[src/rtl/psdifir_input_pacer.sv]
// Input pacer for psdifir_top: buffers stereo samples in a small FIFO and releases them
// to the FIR at a fixed sample rate, one outstanding handshake at a time.
module psdifir_input_pacer #(
    parameter int unsigned DATA_WIDTH  = 18,
    parameter int unsigned FIFO_DEPTH  = 8,
    parameter int unsigned ADDR_WIDTH  = 3,
    parameter int unsigned SAMPLE_DIV  = 2083,
    parameter int unsigned FIR_TIMEOUT = 2048
) (
    input  logic                  clock,
    input  logic                  reset,
    input  logic                  src_valid,
    input  logic [DATA_WIDTH-1:0] src_left,
    input  logic [DATA_WIDTH-1:0] src_right,
    output logic [DATA_WIDTH-1:0] fir_left,
    output logic [DATA_WIDTH-1:0] fir_right,
    output logic                  fir_datain_ready,
    input  logic                  fir_dataout_ready,
    input  logic                  clear_flags,
    output logic [ADDR_WIDTH:0]   fifo_level,
    output logic                  overrun,
    output logic                  underrun,
    output logic                  deadline_miss,
    output logic                  fir_timeout
);

    localparam int unsigned TickW = (SAMPLE_DIV > 1) ? $clog2(SAMPLE_DIV) : 1;
    localparam int unsigned WaitW = (FIR_TIMEOUT > 1) ? $clog2(FIR_TIMEOUT) : 1;
    localparam int unsigned WordW = 2 * DATA_WIDTH;

    typedef enum logic [1:0] {StIdle, StIssue, StWait} state_e;

    state_e                state_q;
    logic [TickW-1:0]      tick_cnt_q;
    logic                  tick_pending_q;
    logic [WaitW-1:0]      wait_cnt_q;
    logic                  dout_prev_q;
    logic [ADDR_WIDTH-1:0] wr_ptr_q;
    logic [ADDR_WIDTH-1:0] rd_ptr_q;
    logic [WordW-1:0]      mem_q [FIFO_DEPTH];

    logic tick;
    logic fifo_full;
    logic fifo_empty;
    logic pop;
    logic starve;
    logic push;
    logic drop;
    logic fir_rise;
    logic wait_expired;
    logic timeout_ev;
    logic [WordW-1:0] rd_word;

    always_comb begin
        tick         = (tick_cnt_q == TickW'(SAMPLE_DIV - 1));
        fifo_full    = (fifo_level == (ADDR_WIDTH + 1)'(FIFO_DEPTH));
        fifo_empty   = (fifo_level == '0);
        pop          = (state_q == StIdle) && tick_pending_q && !fifo_empty;
        starve       = (state_q == StIdle) && tick_pending_q && fifo_empty;
        // A pop in the same cycle frees the slot, so a push into a full FIFO is still accepted.
        push         = src_valid && (!fifo_full || pop);
        drop         = src_valid && fifo_full && !pop;
        fir_rise     = fir_dataout_ready && !dout_prev_q;
        wait_expired = (wait_cnt_q == WaitW'(FIR_TIMEOUT - 1));
        timeout_ev   = (state_q == StWait) && !fir_rise && wait_expired;
        rd_word      = mem_q[rd_ptr_q];
    end

    // Storage is not reset; the pointers and level alone define its contents.
    always_ff @(posedge clock) begin
        if (push) begin
            mem_q[wr_ptr_q] <= {src_left, src_right};
        end
    end

    always_ff @(posedge clock or negedge reset) begin
        if (!reset) begin
            tick_cnt_q     <= '0;
            tick_pending_q <= 1'b0;
            wr_ptr_q       <= '0;
            rd_ptr_q       <= '0;
            fifo_level     <= '0;
            dout_prev_q    <= 1'b0;
        end else begin
            tick_cnt_q  <= tick ? '0 : tick_cnt_q + TickW'(1);
            dout_prev_q <= fir_dataout_ready;
            if (tick) begin
                tick_pending_q <= 1'b1;
            end else if (pop || starve) begin
                tick_pending_q <= 1'b0;
            end
            if (push) begin
                wr_ptr_q <= wr_ptr_q + ADDR_WIDTH'(1);
            end
            if (pop) begin
                rd_ptr_q <= rd_ptr_q + ADDR_WIDTH'(1);
            end
            if (push && !pop) begin
                fifo_level <= fifo_level + (ADDR_WIDTH + 1)'(1);
            end else if (pop && !push) begin
                fifo_level <= fifo_level - (ADDR_WIDTH + 1)'(1);
            end
        end
    end

    always_ff @(posedge clock or negedge reset) begin
        if (!reset) begin
            state_q          <= StIdle;
            wait_cnt_q       <= '0;
            fir_left         <= '0;
            fir_right        <= '0;
            fir_datain_ready <= 1'b0;
        end else begin
            fir_datain_ready <= 1'b0;
            unique case (state_q)
                StIdle: begin
                    if (pop) begin
                        fir_left         <= rd_word[WordW-1:DATA_WIDTH];
                        fir_right        <= rd_word[DATA_WIDTH-1:0];
                        fir_datain_ready <= 1'b1;
                        state_q          <= StIssue;
                    end
                end
                StIssue: begin
                    wait_cnt_q <= '0;
                    state_q    <= StWait;
                end
                StWait: begin
                    if (fir_rise || wait_expired) begin
                        state_q <= StIdle;
                    end else begin
                        wait_cnt_q <= wait_cnt_q + WaitW'(1);
                    end
                end
                default: state_q <= StIdle;
            endcase
        end
    end

    // Set events take priority over a concurrent clear.
    always_ff @(posedge clock or negedge reset) begin
        if (!reset) begin
            overrun       <= 1'b0;
            underrun      <= 1'b0;
            deadline_miss <= 1'b0;
            fir_timeout   <= 1'b0;
        end else begin
            overrun       <= drop                     | (overrun       & ~clear_flags);
            underrun      <= starve                   | (underrun      & ~clear_flags);
            deadline_miss <= (tick && tick_pending_q) | (deadline_miss & ~clear_flags);
            fir_timeout   <= timeout_ev               | (fir_timeout   & ~clear_flags);
        end
    end

endmodule
[config.mk]
export PLATFORM = sky130hd
export DESIGN_NAME = psdifir_input_pacer
export DESIGN_NICKNAME = d
export VERILOG_FILES = /design/src/rtl/psdifir_input_pacer.sv
export SDC_FILE = /design/constraint.sdc
export NUM_CORES = 1
export LEC_CHECK = 0
export ABC_AREA = 1
export CAP_MARGIN = 20
export CORE_MARGIN = 1
export CORE_UTILIZATION = 59
export CTS_CLUSTER_SIZE = 28
export DETAILED_ROUTE_END_ITERATION = 10
export HOLD_SLACK_MARGIN = 0.08
export PLACE_DENSITY = 0.86
export SLEW_MARGIN = 20
export SYNTH_ARGS = -nofsm -noshare
export SYNTH_HDL_FRONTEND = slang
export SYNTH_SLANG_ARGS = --single-unit
[constraint.sdc]
create_clock -name clock -period 4.3 [get_ports clock]
set_input_delay 0.86 -clock clock [delete_from_list [all_inputs] [get_ports clock]]
set_output_delay 0.86 -clock clock [all_outputs]
set_load 0.01 [all_outputs]
==> qor.yml <==
fin_area_um2: 17200
critPathSlowestCell: "dfrtp_4"
wl_mm: 33.3
grtUsageMet3_pct: 4.39
cts.hold.buffers_added: 0
synthCells: 1276
timing.final.crit_share_pct: 68.6
post-route-util_pct: 70.1
antenna_left: 0
powerDensity_nw_per_um2: 491
critical_path_arrival_ps: 3410
end_kind: "flop"
wl_per_cell_um: 19.4
ys_warn_count: 0
hold_class: "in -> async"
clkTransAtPathRegs_ps: 60
switching_share_pct: 24.2
vias: 10100
num_antenna_cells: 0
route.detailed.drc: 0
drtPass1Iterations: 5
cts_resized: 0
crit_type: "reg -> reg"
yosysSeqAreaShare_pct: 71.1
hpwlAfterDp_mm: 17.8
p_switching_mw: 2.04
reg2reg_slack_ps: 1350
max_freq_ghz: 0.339
slew_headroom_pct: 32.3
cts_setup_buffers: 0
syn2layout_area_growth_pct: 15.5
final.setup.tns_ps: 0
pwr-share-clk_pct: 38.1
yosysUniqueCellTypes: 34
setup_violations: 0
vias_per_cell: 5.88
multiInputGateArea_um2: 3690
p_int_mw: 6.41
max_slew.worst_pin.slew_ps: 1010
start_util_pct: 60.7
placedCellCount: 1643
fin_nets: 1408
synth_seq_cells: 366
final-hold-violation-count: 0
placed_cell_area_um2: 16000
whs_ps: 396
synthTopCellsByArea: "edfxtp_1 58%, dfrtp_1 13%, nor2_1 6.3%"
root_buffer: "clkbuf_16"
critical_path_peak_fanout: 68
numCtsBuffers: 37
ir_drop_v: 0.000340
critPathBufInv: 2
num_io_pins: 86
fill_cells: 1635
die_width_um: 161
core_um2: 24500
combPwrFrac_pct: 9.6
path_cells: "buf_4 > buf_4 > nor2_1 > nor2_1 > o21ai_0 > nand3_1 > nand3_1 > nand2_1"
cp_data_required_time_ps: 4760
finalCriticalPeriod_ps: 2950
synth_top_area_share_pct: 58.0
antenna_found_initial: 0
grtUsageTotal_pct: 26.3
grt_max_degree: 110
cts_tree: "done"
placement.io_buffers: 85
netlist_area_um2: 14900
max_stage_delay_ps: 830
gp_congestion: 0.795
synth_edf_count: 288
setup_slack_ps: 1350
fp-row-count: 57
met2_usage_pct: 43.9
ys.flop_type: "edfxtp_1"
clock_sinks: 366
drv_slew: 0
syn_area_per_cell_um2: 11.7
clock-skew-final_ps: 12.4
htreeDepth: 2
place_ws_ps: 931
grt_pass1_wl_mm: 52.6
initialDrtViolationCount: 1138
p_leak_nw: 6.43
seq_area_um2: 10600
dieHeight_um: 161
dieArea_um2: 25900
ctsLongestPathBuffers: 3
grt_pass1_vias: 10300
cp-start-kind: "flop"
busiest_layer: "met2"
total_power_mw: 8.45
postSynth.asyncResetShare_pct: 21.3
seqPwrFrac_pct: 52.2
rsz0062_at_grt: "false"
globalRouteMet1Util_pct: 33.5
layout-drive-gt1-share_pct: 7.35
synth_nets: 1326
clock_latency_ps: 530
grt-ovfl-total: 0
outcome: "completed"
cap_violations: 0
yosys.area.top_type: "edfxtp_1"
critical-path-top-delay-family: "buffers and inverters"
final_cell_count_no_fill: 1711
==> logic make-up after synthesis <==
group | share of synthesized area, %
AND/OR/NAND/NOR | 16.4
flip-flops | 71.1
AO/OA/AOI/OAI | 6.05
buffers and inverters | 4.47
XOR/XNOR | 1.12
adder cells (fa/ha/maj) | 0.806
==> power by group through the flow <==
stage	combinational [mW]	clock [mW]	sequential, mW
2_1_floorplan	0.420	0	4.47
3_3_place_gp	0.755	0	4.45
3_5_place_dp	0.794	0	4.47
4_1_cts	0.813	3.24	4.41
5_1_grt	0.886	3.37	4.44
6_report	0.814	3.22	4.41
==> registers in the layout (all words and copies together), names as in the netlist <==
register and cells:
mem_q 288, fir_left 18, fir_right 18, tick_cnt_q 12, wait_cnt_q 11, fifo_level 4, rd_ptr_q 3, wr_ptr_q 3
state_q 2, deadline_miss 1, dout_prev_q 1, fir_datain_ready 1, fir_timeout 1, overrun 1, tick_pending_q 1, underrun 1
==> final cells by class <==
type	count	share of cell area (%)
flip-flops and latches	366	61.6
multi-input cells	771	21.4
clock buffers	47	5.72
repair buffers	103	5.72
well taps	324	2.36
inverters	79	1.77
clock inverters	21	1.38
==> cells in the mapped netlist (2+ instances only) <==
cell / number
buf_1: 6
buf_2: 24
buf_4: 11
buf_6: 9
clkbuf_1: 10
dfrtp_1: 78
edfxtp_1: 288
ha_1: 8
inv_1: 75
inv_2: 2
inv_4: 2
nand2_1: 184
nand3_1: 128
nand3_2: 3
nand4_1: 5
nor2_1: 251
nor2_4: 2
nor3_1: 8
o211ai_1: 36
o21ai_0: 98
o21ai_1: 17
o21ai_2: 2
xnor2_1: 7
xor2_1: 12
==> per-layer routing <==
layer | wire length (µm) | share of wire, % | vias up
met3 | 2800 | 8.4 | 107
met2 | 16600 | 50 | 579
met5 | 0 | 0 | -
met1 | 12700 | 38 | 4812
met4 | 1130 | 3.4 | 0
li1 | - | - | 4555
==> path summary, 6_finish.rpt <==
path                            depth (start not counted)         start             to
worst min register to register                          2  fir_right[8]   fir_right[8]
worst max-delay path                                    8   rd_ptr_q[0]    fir_left[7]
worst max register to register                          8   rd_ptr_q[0]    fir_left[7]
min in group clock                                      2  fir_right[8]   fir_right[8]
worst min-delay path                                    1         reset  tick_cnt_q[4]
max in group asynchronous                               2         reset  fir_right[17]
==> layout by cell type (no fill, tap or decap), types with 3 or more instances in the layout <==
cell             count
clkbuf_1             8
nand4_1              5
bufinv_16            4
clkinv_1             4
clkbuf_16           37
xor2_1              12
inv_1               75
nor2_4               6
ha_1                 8
edfxtp_1           288
o211ai_1            36
clkinv_2             7
clkdlybuf4s50_1     84
nor2_1             247
nand3_2              3
o21ai_0             98
nand2_1            184
o21ai_1             17
dfrtp_1             75
buf_4               19
nor3_2               4
xnor2_1              7
nand3_1            128
nor3_1               4
==> worst register-to-register path, delay by kind of cell, from the launching register on <==
family                 cells  cell delay (ps)
buffers and inverters      2             1300
AO/OA/AOI/OAI              1              140
AND/OR/NAND/NOR            5              620
flip-flops                 1              830
(Power assumes the default switching activity.)
